File: config.mk
export PLATFORM = sky130hd
export DESIGN_NAME = mul_issue_ctrl
export DESIGN_NICKNAME = d
export VERILOG_FILES = /design/src/rtl/mul_issue_ctrl.sv
export SDC_FILE = /design/constraint.sdc
export NUM_CORES = 1
export LEC_CHECK = 0
export ABC_CLOCK_PERIOD_IN_PS = 4120
export CAP_MARGIN = 0
export CORE_ASPECT_RATIO = 0.5
export CORE_MARGIN = 4
export CORE_UTILIZATION = 40
export CTS_CLUSTER_DIAMETER = 150
export DETAILED_ROUTE_END_ITERATION = 10
export SYNTH_ARGS = -nofsm -noshare
export SYNTH_HDL_FRONTEND = slang
export SYNTH_SLANG_ARGS = --single-unit
File: constraint.sdc
create_clock -name clk -period 4.12 [get_ports clk]
set_clock_uncertainty 0.1 [all_clocks]
set_input_delay 1.03 -clock clk [delete_from_list [all_inputs] [get_ports clk]]
set_output_delay 1.03 -clock clk [all_outputs]
set_load 0.01 [all_outputs]
File: src/rtl/mul_issue_ctrl.sv
// Issue sequencer for a free-running 6-stage signed DSP multiplier (RV32M MUL/MULH/MULHSU/MULHU).
// Optional perf counters are compiled in when MUL_PERF_CNT_EN is defined.
module mul_issue_ctrl #(
  parameter int unsigned MUL_LAT   = 6,
  parameter int unsigned OUT_DEPTH = 8,
  parameter int unsigned TAG_W     = 5
) (
  input  logic             clk,
  input  logic             rst_n,
  input  logic             req_valid,
  output logic             req_ready,
  input  logic [1:0]       req_op,
  input  logic [31:0]      req_a,
  input  logic [31:0]      req_b,
  input  logic [TAG_W-1:0] req_tag,
  input  logic             flush,
  output logic [31:0]      mul_a,
  output logic [31:0]      mul_b,
  input  logic [63:0]      mul_res,
  output logic             res_valid,
  input  logic             res_ready,
  output logic [31:0]      res_data,
  output logic [TAG_W-1:0] res_tag,
`ifdef MUL_PERF_CNT_EN
  output logic [31:0]      perf_issued,
  output logic [31:0]      perf_stall,
`endif
  output logic             busy
);

  localparam int unsigned PtrW = (OUT_DEPTH > 1) ? $clog2(OUT_DEPTH) : 1;
  localparam int unsigned CntW = $clog2(OUT_DEPTH + 1);

  localparam logic [1:0] OpMul    = 2'd0;
  localparam logic [1:0] OpMulhsu = 2'd2;
  localparam logic [1:0] OpMulhu  = 2'd3;

  logic             accept, push, pop;
  logic [31:0]      corr;
  logic [31:0]      tail_res;

  logic [MUL_LAT-1:0] pipe_vld_q;
  logic [1:0]         pipe_op_q   [MUL_LAT];
  logic [TAG_W-1:0]   pipe_tag_q  [MUL_LAT];
  logic [31:0]        pipe_corr_q [MUL_LAT];

  logic [31:0]      fifo_data_q [OUT_DEPTH];
  logic [TAG_W-1:0] fifo_tag_q  [OUT_DEPTH];
  logic [PtrW-1:0]  wr_ptr_q, rd_ptr_q;
  logic [CntW-1:0]  cnt_q, occ_q;
  logic [31:0]      hold_data_q;
  logic [TAG_W-1:0] hold_tag_q;

  function automatic logic [PtrW-1:0] ptr_inc(input logic [PtrW-1:0] p);
    return (p == PtrW'(OUT_DEPTH - 1)) ? '0 : p + 1'b1;
  endfunction

  assign mul_a = req_a;
  assign mul_b = req_b;

  // occ counts slots reserved at issue, so a tail write always finds room in the FIFO.
  assign req_ready = !flush && (occ_q < CntW'(OUT_DEPTH));
  assign accept    = req_valid && req_ready;
  assign res_valid = (cnt_q != '0);
  assign pop       = res_valid && res_ready && !flush;
  assign push      = pipe_vld_q[MUL_LAT-1] && !flush;
  assign busy      = (occ_q != '0);

  // Turns the signed high word into the unsigned/mixed-sign high word.
  always_comb begin
    corr = '0;
    case (req_op)
      OpMulhsu: corr = req_b[31] ? req_a : '0;
      OpMulhu:  corr = (req_a[31] ? req_b : '0) + (req_b[31] ? req_a : '0);
      default:  corr = '0;
    endcase
  end

  always_comb begin
    if (pipe_op_q[MUL_LAT-1] == OpMul) begin
      tail_res = mul_res[31:0];
    end else begin
      tail_res = mul_res[63:32] + pipe_corr_q[MUL_LAT-1];
    end
  end

  always_ff @(posedge clk or negedge rst_n) begin
    if (!rst_n) begin
      pipe_vld_q <= '0;
    end else if (flush) begin
      pipe_vld_q <= '0;
    end else begin
      pipe_vld_q[0] <= accept;
      for (int i = 1; i < MUL_LAT; i++) pipe_vld_q[i] <= pipe_vld_q[i-1];
    end
  end

  always_ff @(posedge clk) begin
    pipe_op_q[0]   <= req_op;
    pipe_tag_q[0]  <= req_tag;
    pipe_corr_q[0] <= corr;
    for (int i = 1; i < MUL_LAT; i++) begin
      pipe_op_q[i]   <= pipe_op_q[i-1];
      pipe_tag_q[i]  <= pipe_tag_q[i-1];
      pipe_corr_q[i] <= pipe_corr_q[i-1];
    end
  end

  always_ff @(posedge clk or negedge rst_n) begin
    if (!rst_n) begin
      wr_ptr_q <= '0;
      rd_ptr_q <= '0;
      cnt_q    <= '0;
      occ_q    <= '0;
    end else if (flush) begin
      wr_ptr_q <= '0;
      rd_ptr_q <= '0;
      cnt_q    <= '0;
      occ_q    <= '0;
    end else begin
      if (push) wr_ptr_q <= ptr_inc(wr_ptr_q);
      if (pop)  rd_ptr_q <= ptr_inc(rd_ptr_q);
      unique case ({push, pop})
        2'b10:   cnt_q <= cnt_q + 1'b1;
        2'b01:   cnt_q <= cnt_q - 1'b1;
        default: cnt_q <= cnt_q;
      endcase
      unique case ({accept, pop})
        2'b10:   occ_q <= occ_q + 1'b1;
        2'b01:   occ_q <= occ_q - 1'b1;
        default: occ_q <= occ_q;
      endcase
    end
  end

  // On a full FIFO the written slot equals the head; the pop reads the old entry first.
  always_ff @(posedge clk) begin
    if (push) begin
      fifo_data_q[wr_ptr_q] <= tail_res;
      fifo_tag_q[wr_ptr_q]  <= pipe_tag_q[MUL_LAT-1];
    end
  end

  assign res_data = res_valid ? fifo_data_q[rd_ptr_q] : hold_data_q;
  assign res_tag  = res_valid ? fifo_tag_q[rd_ptr_q]  : hold_tag_q;

  always_ff @(posedge clk or negedge rst_n) begin
    if (!rst_n) begin
      hold_data_q <= '0;
      hold_tag_q  <= '0;
    end else begin
      hold_data_q <= res_data;
      hold_tag_q  <= res_tag;
    end
  end

`ifdef MUL_PERF_CNT_EN
  logic [31:0] perf_issued_q, perf_stall_q;

  always_ff @(posedge clk or negedge rst_n) begin
    if (!rst_n) begin
      perf_issued_q <= '0;
      perf_stall_q  <= '0;
    end else begin
      if (accept)                             perf_issued_q <= perf_issued_q + 1'b1;
      if (req_valid && !req_ready && !flush) perf_stall_q  <= perf_stall_q + 1'b1;
    end
  end

  assign perf_issued = perf_issued_q;
  assign perf_stall  = perf_stall_q;
`endif

endmodule

==> impl_metrics.ini <==
[clocking]
clk_latency_ps = 570
holdBufCountCts = 0
cts_root_buf = clkbuf_16
cts.sinks = 587
cts.clk_slew.worst_paths_ps = 70
cts_tree = built
cts_max_path_buffers = 3
cts_inserted_buffers = 53
cts.htree.levels = 2

[sta]
finalSetupViolations = 0
fin_crit_sh = 0.960
fin_ws_ps = 165
rsz0062_at_grt = no
post-route-min-period_ps = 3960
timing.fmax_ghz = 0.253
setup_tns_ps = 0
hold_violations = 0
worstMarginPinSlew_ps = 1120
slew_viol_final = 0
relSlewSlack = 0.246

[critical_path]
path_max_fanout = 18
worst_ep_required_time_ps = 2990
reg2reg_depth = 13
critical_path.endpoint_type = primary output
cp_data_arrival_time_ps = 2830
cp-start-kind = flip-flop
path_class = reg2out

[die]
ios = 244
die_x_um = 348
die_y_um = 178
start_util = 0.410
dieArea_sq_um = 61900
placementRows = 61
coreArea_sq_um = 56300

[cells_and_area]
final_util = 0.514
nNetsFinal = 2185
fin_area_sq_um = 28900
drive_gt1_frac = 0.178
mostFrequentLayoutCells = 296 x edfxtp_1, 241 x clkdlybuf4s50_1, 234 x dfxtp_1, 154 x buf_4, 99 x nand2_1
fill_cells = 4810
area_growth_pct = 25.2
final_common_cell = edfxtp_1

[power]
total_power_mw = 15.6
clockPowerShare = 0.306
p_seq_frac = 0.435
pwr_density_cell_nw_per_um2 = 540
p_int_mw = 11.4
power.net_switching_mw = 4.20
swShare = 0.269
cellLeakagePower_nw = 11.0
peakVddDrop_v = 0.000524
combPwrFrac = 0.259

[global_route]
grt.busiest_layer = met2
grt_usage = 0.160
gr-usage-met1 = 0.215
grt_max_degree = 76
met3_usage = 0.0254
grt_pass1_wl_um = 78000
grt_pass1_vias = 14037
grt_use_met2 = 0.276
antenna_found_initial = 3
grt-ovfl-total = 0

[hold_path]
hold_path_class = reg2reg
hold_depth = 0

[detailed_routing]
vias = 13634
drtIter0Drc = 793
wl_per_cell_um = 18.0
via_per_inst = 4.92
post-route-drc-count = 0
drtPass1Iterations = 5
ant_nets = 0
routed_wl_um = 50000

[yosys]
synth-warning-count = 0
synthCells = 1636
synthArstFlopShare = 0.0971
syn_area_per_cell_sq_um = 14.1
synthTopCellsByArea = edfxtp_1 38%, dfxtp_1 20%, mux4_2 7.2%
syn_nets = 1849
synth.distinct_cells = 74
ys_ff_latch = 587
yosysSeqAreaShare = 0.649
yosys_most_used_dff = edfxtp_1
yosysTopAreaCell = edfxtp_1
yosys.area.top_type_share = 0.385
syn_area_sq_um = 23100
synth_edf_count = 296

[placed_design]
dpl_cell_area_sq_um = 27100
post-place-ws_ps = -729
io_buffers = 243
hpwl_um = 34600
gp_congestion = 0.858

[flow_run]
maxCapViolCount = 0

[status]
status = finished clean
==> final timing paths <==
path	to	start	slack (ps)
setup / recovery	res_data[30]	rd_ptr_q[0]	160
hold / removal	pipe_corr_q[5][6]	pipe_corr_q[4][6]	210
setup reg to reg	fifo_data_q[4][28]	pipe_corr_q[5][0]	810
hold reg to reg	pipe_corr_q[5][6]	pipe_corr_q[4][6]	210
max in group asynchronous	rd_ptr_q[0]	rst_n	2930
min in group asynchronous	hold_tag_q[2]	rst_n	230
==> logic make-up after synthesis <==
logic type | share of synthesized area
flip-flops | 0.649
multiplexers | 0.0977
buffers and inverters | 0.0355
AO/OA/AOI/OAI | 0.0827
XOR/XNOR | 0.0148
adder cells (fa/ha/maj) | 0.0413
AND/OR/NAND/NOR | 0.0789
==> cells in the mapped netlist (5+ instances only) <==
library cell  count
a211oi_1         17
a21o_1           33
a21oi_1          72
a31oi_1           5
and2_1           62
and3_1            8
and4_1            6
buf_1            11
buf_2             5
buf_4            64
clkbuf_1         45
dfrtp_1          57
dfxtp_1         234
edfxtp_1        296
ha_1             69
inv_1            28
mux2i_1          59
mux4_2           74
nand2_1          99
nand2b_1         13
nand3_1          16
nand4_1           8
nor2_1           78
nor2b_1          12
nor3_1           28
nor3b_1           7
o21a_1           12
o21ai_0          71
o21ai_1           5
o21bai_1         10
o31ai_1          11
or3_1             5
xnor2_1          27
xor2_1           12
==> sequential cells by signal (all words and copies together), names as in the netlist <==
name and cells:
pipe_corr_q 192, pipe_vld_q 6, wr_ptr_q 3, pipe_op_q 12, fifo_data_q 256, fifo_tag_q 40
hold_tag_q 5, pipe_tag_q 30, cnt_q 4, occ_q 4, hold_data_q 32, rd_ptr_q 3
==> power groups by stage <==
stage,sequential (mW),combinational (mW),clock [mW]
global route,6.85,4.42,5.19
CTS,6.82,4.07,4.94
global placement,6.95,3.96,0
floorplan,6.87,2.25,0
finish,6.80,4.04,4.79
detailed placement,6.96,4.01,0
==> worst max-delay path, cell delays in order, from the launching register on <==
cell	delay, ps
dfrtp_4	550
buf_12	230
mux4_2	510
mux2i_1	300
o21ai_0	150
clkdlybuf4s50_1	500
==> layout make-up <==
| cell class | count | area [sq um] | area share |
|---|---|---|---|
| antenna | 2 | 5.00 | 0.000173 |
| inverter | 28 | 105 | 0.00363 |
| clock inverter | 16 | 155 | 0.00536 |
| tap | 756 | 946 | 0.0327 |
| sequential | 587 | 15000 | 0.519 |
| clock buffer | 80 | 1550 | 0.0536 |
| timing repair buffer | 406 | 3740 | 0.129 |
| multi-input combinational | 896 | 7410 | 0.256 |
==> what timing repair did <==
item                                    CTS  global route
endpoints found under the setup margin   28            63
pin swaps                                 0             1
gates cloned                              0             0
setup buffers                             1             6
gates resized for setup                   2            10
==> per-stage QoR <==
stage,std cells,hold WS [ps]
after floorplan,1636,210
after global placement,2666,210
after detailed placement,2666,212
after CTS,2763,207
after global routing,2771,222
final,2771,207
==> layer usage <==
metal	part of all wire	routed length [um]
met5	0	0
met3	0.044	2200
met1	0.46	22800
met4	0.018	925
met2	0.48	24100
Note: power is estimated with default switching activity, not from simulation.
